===== src/rtl/pc_gen_pkg.sv =====
// pc_gen_pkg: shared types and constants for the program-counter generator.
//   pc_state_t  : FSM state encoding (IDLE=0, RUN=1, HALT=2)
//   PC_INC      : sequential fetch increment in bytes
//   RAS_PTR_W   : top-pointer width for the default return-address-stack depth
package pc_gen_pkg;

    typedef enum logic [1:0] {
        ST_IDLE = 2'd0,
        ST_RUN  = 2'd1,
        ST_HALT = 2'd2
    } pc_state_t;

    localparam int PC_INC         = 4;
    localparam int RAS_DEPTH_DFLT = 4;
    localparam int RAS_PTR_W      = $clog2(RAS_DEPTH_DFLT);

endpackage


===== src/rtl/pc_ras.sv =====
// pc_ras: circular return-address stack with a top pointer.
//   i_clk        : clock, rising edge
//   i_rst_n      : synchronous active-low reset (count, pointer and all entries to 0)
//   i_clear      : empty the stack (count and pointer to 0)
//   i_push       : write i_push_data as the new top entry
//   i_pop        : discard the top entry (no effect when empty)
//   i_push_data  : value to push
//   o_top        : current top entry
//   o_empty      : count == 0
//   o_full       : count == RAS_DEPTH
// Push together with pop on a non-empty stack replaces the top entry.
// Push when full overwrites the oldest entry, which is the slot after top.
module pc_ras
    import pc_gen_pkg::*;
#(
    parameter int XLEN      = 32,
    parameter int RAS_DEPTH = 4,
    parameter int PTR_W     = RAS_PTR_W
) (
    input  logic            i_clk,
    input  logic            i_rst_n,
    input  logic            i_clear,
    input  logic            i_push,
    input  logic            i_pop,
    input  logic [XLEN-1:0] i_push_data,
    output logic [XLEN-1:0] o_top,
    output logic            o_empty,
    output logic            o_full
);

    logic [XLEN-1:0] r_mem [RAS_DEPTH];
    logic [PTR_W-1:0] r_top;
    logic [PTR_W:0]   r_cnt;

    logic [PTR_W-1:0] w_top_inc;
    logic             w_empty;
    logic             w_full;

    assign w_top_inc = r_top + 1'b1;
    assign w_empty   = (r_cnt == '0);
    assign w_full    = (r_cnt == (PTR_W+1)'(RAS_DEPTH));

    always_ff @(posedge i_clk) begin
        if (!i_rst_n) begin
            r_top <= '0;
            r_cnt <= '0;
            for (int i = 0; i < RAS_DEPTH; i++) begin
                r_mem[i] <= '0;
            end
        end else if (i_clear) begin
            r_top <= '0;
            r_cnt <= '0;
        end else if (i_push && i_pop && !w_empty) begin
            r_mem[r_top] <= i_push_data;
        end else if (i_push) begin
            r_top            <= w_top_inc;
            r_mem[w_top_inc] <= i_push_data;
            if (!w_full) begin
                r_cnt <= r_cnt + 1'b1;
            end
        end else if (i_pop && !w_empty) begin
            r_top <= r_top - 1'b1;
            r_cnt <= r_cnt - 1'b1;
        end
    end

    assign o_top   = r_mem[r_top];
    assign o_empty = w_empty;
    assign o_full  = w_full;

endmodule


===== src/rtl/pc_gen.sv =====
// pc_gen: program-counter generator at the head of the fetch stage.
//   clk_i, rst_i        : clock and synchronous active-low reset
//   start_i             : run enable (level)
//   stall_i             : hold PC and RAS in RUN
//   halt_i              : RUN -> HALT
//   flush_i/flush_pc_i  : trap redirect, overrides stall
//   br_taken_i/br_target_i : taken branch redirect
//   call_i / ret_i      : RAS push of pc_o+4 / RAS pop and jump
//   pc_o                : registered fetch address
//   pc_valid_o, state_o : decoded from the registered state only
//   ras_empty_o/ras_full_o : stack occupancy flags
//   ret_underflow_o     : registered pulse after a ret accepted on an empty RAS
module pc_gen
    import pc_gen_pkg::*;
#(
    parameter int              XLEN      = 32,
    parameter logic [XLEN-1:0] RESET_VEC = '0,
    parameter int              RAS_DEPTH = 4
) (
    input  logic            clk_i,
    input  logic            rst_i,
    input  logic            start_i,
    input  logic            stall_i,
    input  logic            halt_i,
    input  logic            flush_i,
    input  logic [XLEN-1:0] flush_pc_i,
    input  logic            br_taken_i,
    input  logic [XLEN-1:0] br_target_i,
    input  logic            call_i,
    input  logic            ret_i,
    output logic [XLEN-1:0] pc_o,
    output logic            pc_valid_o,
    output logic [1:0]      state_o,
    output logic            ras_empty_o,
    output logic            ras_full_o,
    output logic            ret_underflow_o
);

    pc_state_t       r_state;
    logic [XLEN-1:0] r_pc;
    logic            r_underflow;

    pc_state_t       w_state_nxt;
    logic [XLEN-1:0] w_pc_nxt;
    logic [XLEN-1:0] w_pc_inc;
    logic            w_underflow_nxt;
    logic            w_push;
    logic            w_pop;
    logic            w_clear;
    logic [XLEN-1:0] w_ras_top;
    logic            w_ras_empty;
    logic            w_ras_full;

    // Modulo-2^XLEN increment: the carry out is simply dropped.
    assign w_pc_inc = r_pc + XLEN'(PC_INC);

    always_ff @(posedge clk_i) begin
        if (!rst_i) begin
            r_state     <= ST_IDLE;
            r_pc        <= RESET_VEC;
            r_underflow <= 1'b0;
        end else begin
            r_state     <= w_state_nxt;
            r_pc        <= w_pc_nxt;
            r_underflow <= w_underflow_nxt;
        end
    end

    always_comb begin
        w_state_nxt     = r_state;
        w_pc_nxt        = r_pc;
        w_underflow_nxt = 1'b0;
        w_push          = 1'b0;
        w_pop           = 1'b0;
        w_clear         = 1'b0;
        case (r_state)
            ST_IDLE: begin
                // PC is pinned to the reset vector; leaving IDLE keeps it so the
                // first fetch in RUN is RESET_VEC.
                w_pc_nxt = RESET_VEC;
                w_clear  = 1'b1;
                if (start_i) begin
                    w_state_nxt = ST_RUN;
                end
            end
            ST_RUN: begin
                // Dropping start only takes effect once the stall has released.
                if (!start_i && !stall_i) begin
                    w_state_nxt = ST_IDLE;
                    w_pc_nxt    = RESET_VEC;
                    w_clear     = 1'b1;
                end else if (flush_i) begin
                    w_pc_nxt = flush_pc_i;
                end else if (stall_i) begin
                    w_pc_nxt = r_pc;
                end else if (halt_i) begin
                    w_state_nxt = ST_HALT;
                end else if (br_taken_i) begin
                    w_pc_nxt = br_target_i;
                    w_push   = call_i;
                end else if (ret_i && !w_ras_empty) begin
                    w_pc_nxt = w_ras_top;
                    w_pop    = 1'b1;
                    w_push   = call_i;
                end else if (ret_i) begin
                    w_pc_nxt        = w_pc_inc;
                    w_underflow_nxt = 1'b1;
                    w_push          = call_i;
                end else begin
                    w_pc_nxt = w_pc_inc;
                    w_push   = call_i;
                end
            end
            ST_HALT: begin
                if (flush_i) begin
                    w_state_nxt = ST_RUN;
                    w_pc_nxt    = flush_pc_i;
                end else if (!start_i) begin
                    w_state_nxt = ST_IDLE;
                    w_pc_nxt    = RESET_VEC;
                    w_clear     = 1'b1;
                end
            end
            default: begin
                // Unreachable encoding recovers through IDLE.
                w_state_nxt = ST_IDLE;
                w_pc_nxt    = RESET_VEC;
                w_clear     = 1'b1;
            end
        endcase
    end

    always_comb begin
        pc_o            = r_pc;
        pc_valid_o      = (r_state == ST_RUN);
        state_o         = r_state;
        ret_underflow_o = r_underflow;
        ras_empty_o     = w_ras_empty;
        ras_full_o      = w_ras_full;
    end

    pc_ras #(
        .XLEN      (XLEN),
        .RAS_DEPTH (RAS_DEPTH),
        .PTR_W     ($clog2(RAS_DEPTH))
    ) u_ras (
        .i_clk       (clk_i),
        .i_rst_n     (rst_i),
        .i_clear     (w_clear),
        .i_push      (w_push),
        .i_pop       (w_pop),
        .i_push_data (w_pc_inc),
        .o_top       (w_ras_top),
        .o_empty     (w_ras_empty),
        .o_full      (w_ras_full)
    );

endmodule


===== config.mk =====
export PLATFORM = sky130hd
export DESIGN_NAME = pc_gen
export DESIGN_NICKNAME = d
export VERILOG_FILES = /design/src/rtl/pc_gen_pkg.sv /design/src/rtl/pc_ras.sv /design/src/rtl/pc_gen.sv
export SDC_FILE = /design/constraint.sdc
export NUM_CORES = 1
export LEC_CHECK = 0
export ABC_AREA = 1
export CAP_MARGIN = 40
export CORE_ASPECT_RATIO = 1.5
export CORE_MARGIN = 2
export CORE_UTILIZATION = 59
export CTS_BUF_LIST = sky130_fd_sc_hd__clkbuf_8 sky130_fd_sc_hd__clkbuf_16
export DETAILED_ROUTE_END_ITERATION = 8
export PLACE_DENSITY = 0.8
export SYNTH_ARGS = -nofsm -noshare
export SYNTH_HDL_FRONTEND = slang
export SYNTH_HIERARCHICAL = 1
export SYNTH_SLANG_ARGS = --single-unit

===== constraint.sdc =====
create_clock -name clk_i -period 8.4 [get_ports clk_i]
set_input_delay 0.84 -clock clk_i [delete_from_list [all_inputs] [get_ports clk_i]]
set_output_delay 0.84 -clock clk_i [all_outputs]
set_load 0.01 [all_outputs]

=== Word-level counts from Yosys, hierarchy flattened ===
Memories as Yosys holds them, arrays and structs flattened. A register that Yosys moved wholly into a read port is not among the register bits.
Cells that the tools add are included.
W data, S select, Z words.

* Output and inout bits: 38
* Input bits: 73
* Register bits: 40
* Logic and storage cells: 101
* RAM bits: 128
* Memories kept: 1

* $add $sub $neg: 5
* Bitwise operators: 3
* Mux-type cells: 57
* Reduce and logical (&&, ||, !) cells: 19
* Eq/ne operators: 11

{| class="wikitable"
|+ Memory list
! name !! depth !! width !! read ports !! clocked after memory_dff !! wr ports !! RTL line !! RTL
|-
| u_ras.r_mem || 4 || 32 || 1 || 1 || 4 || pc_ras.sv:31 || <nowiki>logic [XLEN-1:0] r_mem [RAS_DEPTH];</nowiki>
|}

{| class="wikitable"
|+ Operator list
! operator !! number
|-
| $mux W32 || 10
|-
| $pmux W32 S2 || 1
|-
| $reduce_or A32 Y1 || 2
|-
| $add A32 B3 Y32 const B || 1
|-
| $mux W1 || 28
|-
| $mux W2 || 13
|-
| $mux W3 || 3
|-
| $ne A3 B2 Y1 const B || 3
|-
| $ne A4 B3 Y1 const B || 2
|-
| $reduce_or A8 Y1 || 1
|-
| $pmux W2 S3 || 1
|-
| $reduce_and A3 Y1 || 2
|-
| $logic_and A1 B1 Y1 || 5
|-
| $reduce_and A5 Y1 || 1
|-
| $ne A2 B2 Y1 const B || 2
|-
| $add A3 B1 Y3 const B || 1
|-
| $eq A3 B3 Y1 const B || 1
|-
| $logic_not A1 Y1 || 3
|-
| $logic_not A3 Y1 || 1
|-
| $ne A3 B3 Y1 const B || 1
|-
| $not A1 Y1 || 3
|-
| $sub A3 B1 Y3 const B || 1
|-
| $add A2 B1 Y2 const B || 1
|-
| $eq A2 B1 Y1 const B || 1
|-
| 7 further kinds || 7
|}

=== Logic depth before layout (Yosys ltp) ===
* Depth in word-level cells: 19
* Gate-level depth with buffers: 16
* Gate-level depth less buffers: 15

=== Hierarchy ===
The synthesis kept the hierarchy.

{| class="wikitable"
|+ By module, submodules not included
! module !! cells an instance !! area an instance (um2) !! times used !! seq. area each (um2)
|-
| pc_ras || 589 || 6254.7 || 1 || 3983.8
|-
| pc_gen || 584 || 3470.8 || 1 || 700.7
|}

=== Least setup slack after synthesis ===
OpenSTA, ideal clock, no wires.

* Kind: in2reg
* Start: in ret_i
* End: mem u_ras.r_mem[3][0], enable pin
* Data required time: 7.979 ns
* Arrival: 3.640 ns
* Slack: 4.339 ns
* Stages: 11
* Setup time: 0.421 ns
* Cells stage by stage: inv_1 -> nor2_1 -> inv_2 -> buf_2 -> nor4_1 -> nand2_4 -> nand2_2 -> o21ai_4 -> nand2_4 -> nand2_1 -> nor2_1

{| class="wikitable"
|+ RTL lines
! what !! RTL line !! RTL
|-
| from (decl) || pc_gen.sv:30 || <nowiki>input logic ret_i,</nowiki>
|-
| to (decl) || pc_ras.sv:31 ||
|}

==> results.ini <==
[finish]
area_growth_pct=18.1
drive_gt1_share_pct=11.2
layoutNonFillerInstCount=1472
layout_commonest_cell=nor2_1
final_cell_mix=223 x nor2_1, 181 x nand2_1, 128 x edfxtp_1, 120 x inv_1, 110 x clkdlybuf4s50_1
fin_nets=1332
antenna_cells=0
fillers=1289

[critical_path]
path_class=in2reg
crit_chain=clkdlybuf4s50_1 -> nor2_2 -> buf_4 -> inv_1 -> nor4_1 -> nand2_4 -> o21ai_4 -> nand3_4 -> nand2_1 -> buf_4
crit_path_top_delay_cell=nor4_1
crit_path_start_kind=input pin
cpPeakStageDelay_ps=790
cp-end-kind=flop
cp_common_cell=buf_4
cp.required_ps=8510
cp_max_fo=33
arrival_ps=4610

[global_routing]
grt_pass1_wl_um=42400
track_usage_pct=32.1
globalRouteOverflowTotal=0
antenna_found_initial=0
grt_pass1_vias=8080
grt_start_max_net_pins=66

[cts]
cts_setup_buffers=0
ctsResizeCount=0
path_clk_slew_ps=70
clockBufferDepth=2
cts-buffers-inserted=17
clkLatencyLatePin_ps=440
htreeDepth=4
root_buffer=clkbuf_16
cts_sinks=170
cts_hold_buffers=0
cts_tree=done

[detailed_routing]
drt_iter0_drc=825
vias=8469
drt-pass1-iter-count=6
drc=0
via_per_inst=5.75
ant_nets=0
wl_per_cell_um=18.7
finalWirelength_um=27500

[synthesis]
yosysWarnings=6
ys_ff_latch=170
synth-edff-count=128
synth_ff_type=edfxtp_1
ys_seq_area_share_pct=48.2
synthArstFlopShare_pct=0
synth_cells=1173
synth_area_um2=9730
syn_area_per_cell_um2=8.29
syn-num-nets=1252
synth.distinct_cells=56

[power]
totalPowerFinal_w=0.00216
ir_worst_vdd_v=0.000151
leakagePower_nw=4.04
powerDensity_nw_per_um2=188

[timing]
skew_ps=8.34
clock.fmax_ghz=0.222
max_slew_margin_pct=40.5
holdWs_ps=510
rsz0062_at_grt=no
setup_viol=0
tightestPinTransition_ps=885
period_share_pct=53.6
finalHoldViolCount=0
setup_ws_ps=3900
maxSlewViolCount=0
fin_crit_ps=4500
tns_ps=0

[floorplanning]
chipHeight_um=161
core_um2=16200
start_util_pct=60.1
die-area_um2=17500
row_count=57
die_x_um=109
io_pins=111

[placement]
dpl_worst_slack_ps=3560
dp_hpwl_um=19300
gp_congestion=0.981
portBuffers=110
placedCellCount=1440

[flow_run]
maxCapViolCount=0

[min_path]
worstHoldPathType=reg2reg

[status]
outcome=finished clean

## power by group
part / internal, W / total (W) / switching, W / leakage [nW]
registers: 0.000937 / 0.000974 / 0.0000377 / 1.66
clock network: 0.000444 / 0.000791 / 0.000346 / 0.299
logic: 0.000146 / 0.000396 / 0.000250 / 2.08
total: 0.00153 / 0.00216 / 0.000634 / 4.04
## critical path, delay by kind of cell
family	cells	cell delay [ps]
buffers and inverters	4	1480
and+or+nand+nor	5	1980
AOI/OAI and AO/OA	1	280
## path summary, 6_finish.rpt
path                   from            endpoint  slack, ps  depth (start not counted)
max                 flush_i  u_ras/r_mem[1][21]       3900                         10
min          u_ras/r_cnt[2]      u_ras/r_cnt[2]        510                          2
max reg2reg  u_ras/r_cnt[0]  u_ras/r_mem[1][21]       4040                         12
min reg2reg  u_ras/r_cnt[2]      u_ras/r_cnt[2]        510                          2
## layer usage
| metal | share of wire [%] | GRT usage (%) | vias to the layer above |
|---|---|---|---|
| li1 | - | - | 4054 |
| met1 | 39 | 40.9 | 3892 |
| met2 | 48 | 52.7 | 455 |
| met3 | 9.2 | 6.98 | 68 |
| met4 | 3.4 | 13.0 | 0 |
| met5 | 0 | 0 | - |
## flip-flops by register name, summed over array words and instances, names as in the netlist, named ones only
register,flops
u_ras/r_cnt,3
u_ras/r_mem,128
u_ras/r_top,2
ret_underflow_o,1
state_o,2
pc_o,32
## stage by stage
step	utilization, %	instance area (um2)
CTS	70.9	11500
floorplan	-	9730
finish	70.9	11500
global placement	66.6	10800
global route	70.9	11500
detailed placement	67.3	10900
## cells by family after synthesis
group	synth area share, %
AO/OA/AOI/OAI	13.3
XOR/XNOR	1.67
adder cells (fa/ha/maj)	0.849
buffers and inverters	9.12
flip-flops	48.2
AND/OR/NAND/NOR	26.9
## layout make-up
class                      instances  area, um2  share of cell area, %
clock buffer                      17        425                   3.70
clock inverter                    15        170                   1.48
timing repair buffer             125       1290                   11.2
multi-input combinational        810       4160                   36.2
sequential                       170       4690                   40.8
inverter                         129        497                   4.32
tap                              206        258                   2.24
## cells in the mapped netlist, types with 9 or more instances
| library cell | n | area [um2] |
|---|---|---|
| nand2_1 | 181 | 679 |
| nor2_1 | 226 | 848 |
| o21ai_0 | 103 | 515 |
| nor3_1 | 9 | 45.0 |
| nand3_1 | 62 | 310 |
| nor2_2 | 32 | 200 |
| nand4_1 | 9 | 56.3 |
| a211oi_2 | 10 | 125 |
| clkbuf_1 | 34 | 128 |
| o22ai_1 | 32 | 200 |
| a21oi_1 | 41 | 205 |
| nor2_4 | 15 | 169 |
| edfxtp_1 | 128 | 3840 |
| buf_2 | 9 | 45.0 |
| buf_6 | 11 | 124 |
| inv_1 | 118 | 443 |
| dfxtp_1 | 42 | 841 |
No activity file was read; power rests on OpenSTA's default activity.
